$ cat src/rtl/soml_nested_addr_gen.sv
// soml_nested_addr_gen
//   3-level nested address generator for the SOML decoder. It sweeps column-of-S (inner,
//   fastest), row-of-H (middle) and symbol index Si (outer, slowest). The loop bounds are
//   latched at start. A valid/ready handshake applies backpressure, and the block raises
//   per-level last flags and a one-cycle done pulse after the final beat is accepted.
// Ports
//   clk, rst          : single clock, synchronous active-high reset
//   start, abort      : sequencer control (start is sampled only in IDLE; abort wins)
//   cfg_*_max         : last index of each loop level (level size = value + 1)
//   addr_ready        : consumer accepts the current beat
//   addr_valid, addr_*: registered address beat
//   last_col/row/all  : beat is the last of the inner / middle / whole sweep
//   busy, done        : sweep running / one-cycle end-of-sweep pulse
module soml_nested_addr_gen #(
  parameter int unsigned COL_W = 2,
  parameter int unsigned ROW_W = 2,
  parameter int unsigned SI_W  = 4
) (
  input  logic             clk,
  input  logic             rst,
  input  logic             start,
  input  logic             abort,
  input  logic [COL_W-1:0] cfg_col_max,
  input  logic [ROW_W-1:0] cfg_row_max,
  input  logic [SI_W-1:0]  cfg_si_max,
  input  logic             addr_ready,
  output logic             addr_valid,
  output logic [COL_W-1:0] addr_colS,
  output logic [ROW_W-1:0] addr_rowH,
  output logic [SI_W-1:0]  addr_Si,
  output logic             last_col,
  output logic             last_row,
  output logic             last_all,
  output logic             busy,
  output logic             done
);

  typedef enum logic [0:0] {StIdle, StRun} state_e;

  state_e           state_q, state_d;
  logic [COL_W-1:0] col_q, col_d, col_max_q, col_max_d;
  logic [ROW_W-1:0] row_q, row_d, row_max_q, row_max_d;
  logic [SI_W-1:0]  si_q, si_d, si_max_q, si_max_d;
  logic             valid_q, valid_d;
  logic             done_q, done_d;
  logic             col_hit, row_hit, si_hit, accept;

  assign col_hit = (col_q == col_max_q);
  assign row_hit = (row_q == row_max_q);
  assign si_hit  = (si_q == si_max_q);
  assign accept  = valid_q && addr_ready;

  // Outputs are functions of registers only; valid qualifies the last flags.
  assign addr_valid = valid_q;
  assign addr_colS  = col_q;
  assign addr_rowH  = row_q;
  assign addr_Si    = si_q;
  assign last_col   = valid_q && col_hit;
  assign last_row   = last_col && row_hit;
  assign last_all   = last_row && si_hit;
  assign busy       = (state_q == StRun);
  assign done       = done_q;

  always_comb begin
    state_d   = state_q;
    col_d     = col_q;
    row_d     = row_q;
    si_d      = si_q;
    col_max_d = col_max_q;
    row_max_d = row_max_q;
    si_max_d  = si_max_q;
    valid_d   = valid_q;
    done_d    = 1'b0;
    unique case (state_q)
      StIdle: begin
        if (start && !abort) begin
          col_max_d = cfg_col_max;
          row_max_d = cfg_row_max;
          si_max_d  = cfg_si_max;
          col_d     = '0;
          row_d     = '0;
          si_d      = '0;
          valid_d   = 1'b1;
          state_d   = StRun;
        end
      end
      StRun: begin
        if (abort) begin
          col_d   = '0;
          row_d   = '0;
          si_d    = '0;
          valid_d = 1'b0;
          state_d = StIdle;
        end else if (accept) begin
          if (last_all) begin
            col_d   = '0;
            row_d   = '0;
            si_d    = '0;
            valid_d = 1'b0;
            done_d  = 1'b1;
            state_d = StIdle;
          end else if (col_hit) begin
            col_d = '0;
            if (row_hit) begin
              row_d = '0;
              si_d  = si_q + 1'b1;
            end else begin
              row_d = row_q + 1'b1;
            end
          end else begin
            col_d = col_q + 1'b1;
          end
        end
      end
      default: state_d = StIdle;
    endcase
  end

  always_ff @(posedge clk) begin
    if (rst) begin
      state_q   <= StIdle;
      col_q     <= '0;
      row_q     <= '0;
      si_q      <= '0;
      col_max_q <= '0;
      row_max_q <= '0;
      si_max_q  <= '0;
      valid_q   <= 1'b0;
      done_q    <= 1'b0;
    end else begin
      state_q   <= state_d;
      col_q     <= col_d;
      row_q     <= row_d;
      si_q      <= si_d;
      col_max_q <= col_max_d;
      row_max_q <= row_max_d;
      si_max_q  <= si_max_d;
      valid_q   <= valid_d;
      done_q    <= done_d;
    end
  end

endmodule

$ cat config.mk
export PLATFORM = sky130hd
export DESIGN_NAME = soml_nested_addr_gen
export DESIGN_NICKNAME = d
export VERILOG_FILES = /design/src/rtl/soml_nested_addr_gen.sv
export SDC_FILE = /design/constraint.sdc
export NUM_CORES = 1
export LEC_CHECK = 0
export ABC_CLOCK_PERIOD_IN_PS = 2500
export CORE_MARGIN = 3
export CORE_UTILIZATION = 40
export DETAILED_ROUTE_END_ITERATION = 8
export PLACE_DENSITY = 0.69
export SYNTH_ARGS = -nofsm -noshare
export SYNTH_HDL_FRONTEND = slang
export SYNTH_SLANG_ARGS = --single-unit
$ cat constraint.sdc
create_clock -name clk -period 2.5 [get_ports clk]
set_clock_uncertainty 0.1 [all_clocks]
set_input_delay 0.75 -clock clk [delete_from_list [all_inputs] [get_ports clk]]
set_output_delay 0.75 -clock clk [all_outputs]
set_load 0.05 [all_outputs]
==> impl_metrics.env <==
export IMPL_kind_of_capture_point_of_the_worst_setup_path="output pin"
export IMPL_finalWorstPathRequiredPeriod_ps=2440
export IMPL_status="finished clean"
export IMPL_min_delay_path_depth=2
export IMPL_global_route_wire_length_before_repair_um=3710
export IMPL_dp_final_hpwl_um=1720
export IMPL_hold_buffers=0
export IMPL_layout_cell_share_with_drive_strength_beyond_1_pct=18.1
export IMPL_finish_net_count=159
export IMPL_dieWidth_um=54.3
export IMPL_timing_max_slew_rel_slack_pct=66.0
export IMPL_final_design_area_no_fill_sq_um=1340
export IMPL_fmax_mhz=410
export IMPL_syn_area_per_cell_sq_um=8.41
export IMPL_diode_insertion_count_for_antenna_repair=0
export IMPL_timing_worst_setup_path_type="reg2out"
export IMPL_syn_instance_count=111
export IMPL_ctsLongestPathBuffers=2
export IMPL_grt_start_max_net_pins=12
export IMPL_synth_fp_nets=125
export IMPL_postRouteAntennaNets=0
export IMPL_placed_cell_area_sq_um=1280
export IMPL_rsz0062_at_grt="false"
export IMPL_globalRouteMet3Util_pct=2.72
export IMPL_finalSetupViolCount=0
export IMPL_area_growth_from_synthesis_to_layout_pct=43.0
export IMPL_gr_total_overflow=0
export IMPL_die_height_um=54.3
export IMPL_finalWeightedCongestion=0.844
export IMPL_gr_met2_demand_resource_pct=27.9
export IMPL_layoutNonFillerInstCount=171
export IMPL_initial_utilization_pct=44.8
export IMPL_timing_critical_path_slowest_stage_cell="sky130_fd_sc_hd__dfxtp_2"
export IMPL_fin_ws_ps=63.1
export IMPL_die_area_sq_um=2950
export IMPL_routed_via_count=896
export IMPL_r2r_cells=6
export IMPL_timing_final_hold_violations=0
export IMPL_netlist_cell_type_count=31
export IMPL_port_buffer_count=26
export IMPL_post_drt_via_cell_ratio=5.24
export IMPL_critPathMaxFanout=6
export IMPL_maximum_ir_drop_on_the_vdd_rail_mv=0.367
export IMPL_detail_route_iter0_violations=7
export IMPL_routed_wl_um=2230
export IMPL_worst_setup_path_start_kind="register"
export IMPL_synth_seq_area_share_pct=40.8
export IMPL_crit_path_max_incr_delay_ps=360
export IMPL_first_pass_iters=4
export IMPL_first_global_vias=853
export IMPL_number_of_storage_elements_in_the_synthesis_netlist=19
export IMPL_place_inst=167
export IMPL_cts_tree="yes"
export IMPL_power_density_cell_area_nw_per_um2=473
export IMPL_clk_transition_reported_paths_ps=100
export IMPL_drv_cap=0
export IMPL_max_slew_worst_pin_slew_ps=508
export IMPL_arrival_ps=1590
export IMPL_clk_insertion_delay_late_ps=290
export IMPL_worst_hold_path_type="reg2reg"
export IMPL_top_usage_layer="met2"
export IMPL_syn_area_sq_um=933
export IMPL_p_leak_uw=0.000529
export IMPL_std_cell_rows=16
export IMPL_worstPathCellList="xor2_1 > nor4_1 > buf_4 > and3_4 > buf_12"
export IMPL_cts_post_setup_buffers_inserted=0
export IMPL_post_drt_wl_per_cell_um=13.0
export IMPL_slew_violations=0
export IMPL_numCtsBuffers=3
export IMPL_preCtsSetupSlack_ps=-4.26
export IMPL_post_route_drc_count=0
export IMPL_grt_antenna_before_repair=0
export IMPL_h_tree_depth=1
export IMPL_rrSetupSlack_ps=640
export IMPL_cts_root_buf="sky130_fd_sc_hd__clkbuf_4"
export IMPL_clock_sinks=19
export IMPL_fin_crit_sh_pct=97.5
export IMPL_synthesis_yosys_warnings=0
export IMPL_grt_use_met1_pct=22.2
export IMPL_grtUsageTotal_pct=17.0
export IMPL_critPathRequiredTime_ps=1650
export IMPL_core_sq_um=2080
export IMPL_top_level_ports=27
[layout make-up]
cell class / instances / area [sq um]
clock buffers: 4 / 26.3
fillers: 195 / 747
multi-input cells: 89 / 549
flip-flops and latches: 19 / 385
well taps: 27 / 33.8
repair buffers: 32 / 340
[synthesized netlist by cell type (all sizes together)]
cell type	number	area share, %
a21o	4	3.4
nor3	1	0.54
ha	1	1.3
a211oi	2	2.1
nand3b	3	2.4
and3	3	3.2
nor2	4	1.6
nand2	23	9.2
xor2	4	3.8
nand2b	1	0.67
clkbuf	2	0.80
dfxtp	19	41
mux2i	1	1.1
nor3b	1	1.3
a31oi	4	2.7
nand4	1	0.67
nor2b	1	0.67
or4b	1	1.5
nand3	4	2.1
buf	1	1.2
xnor2	4	3.8
and2	2	1.5
a21oi	16	8.6
nand4b	1	0.94
o21ai	4	2.1
or3	1	0.67
nor4	2	1.3
[path summary, 6_finish.rpt]
check | endpoint | startpoint
setup / recovery | last_all | addr_Si[0]
hold / removal | si_max_q[0] | si_max_q[0]
hold reg to reg | si_max_q[0] | si_max_q[0]
setup reg to reg | addr_colS[1] | addr_Si[3]
[placed cells by master (no fill, tap or decap), types with 4 or more instances in the layout]
cell type	instances
sky130_fd_sc_hd__xor2_1	4
sky130_fd_sc_hd__nand3_1	4
sky130_fd_sc_hd__dfxtp_1	15
sky130_fd_sc_hd__nor2_1	4
sky130_fd_sc_hd__a31oi_1	4
sky130_fd_sc_hd__o21ai_0	4
sky130_fd_sc_hd__a21oi_1	16
sky130_fd_sc_hd__clkdlybuf4s50_1	21
sky130_fd_sc_hd__nand2_1	23
sky130_fd_sc_hd__buf_4	6
sky130_fd_sc_hd__dfxtp_2	4
[state kept, by name (all words and copies together) (netlist names)]
signal      cells
si_max_q        4
addr_colS       2
done            1
busy            1
addr_Si         4
addr_valid      1
col_max_q       2
row_max_q       2
addr_rowH       2
[power by group]
group	switching, uW	internal [uW]
clock	91.0	62.0
combinational	82.1	72.3
sequential	11.0	313
total	184	447
[per-stage QoR]
step	setup TNS [ps]	total power, uW	hold slack [ps]	util [%]
3_5_place_dp	-4.26	481	363	61.7
6_report	0	631	379	64.1
5_1_grt	0	662	405	64.1
2_1_floorplan	0	415	348	-
3_3_place_gp	0	478	357	61.7
4_1_cts	0	635	379	62.9
[kinds of logic (layout without fill, tap and decap cells)]
family | Yosys count | count (layout) | synth area share (%)
compound gates | 30 | 30 | 18.9
xor+xnor | 8 | 8 | 7.51
fa+ha+maj | 1 | 1 | 1.34
buf+inv | 3 | 36 | 2.01
flops | 19 | 19 | 40.8
mux | 1 | 1 | 1.07
simple gates | 49 | 49 | 28.4
[per-layer routing]
| metal | wire length, um | part of all wire, % |
|---|---|---|
| met1 | 1050 | 47 |
| met2 | 1010 | 45 |
| met3 | 159 | 7.1 |
| met4 | 12 | 0.54 |
| met5 | 0 | 0 |
[repair_timing]
item                                   in CTS  in global routing
resized for setup                           1                  8
endpoints found under the hold margin       0                  0
setup endpoints to repair                   1                  5
[critical path: cells and delay by family, from the launching register on]
kind / cells / cell delay, ps
xor gates and xnor gates: 1 / 150
buffers and inverters: 2 / 300
DFF: 1 / 360
and+or+nand+nor: 2 / 480
Power figures use the tool's default switching activity.
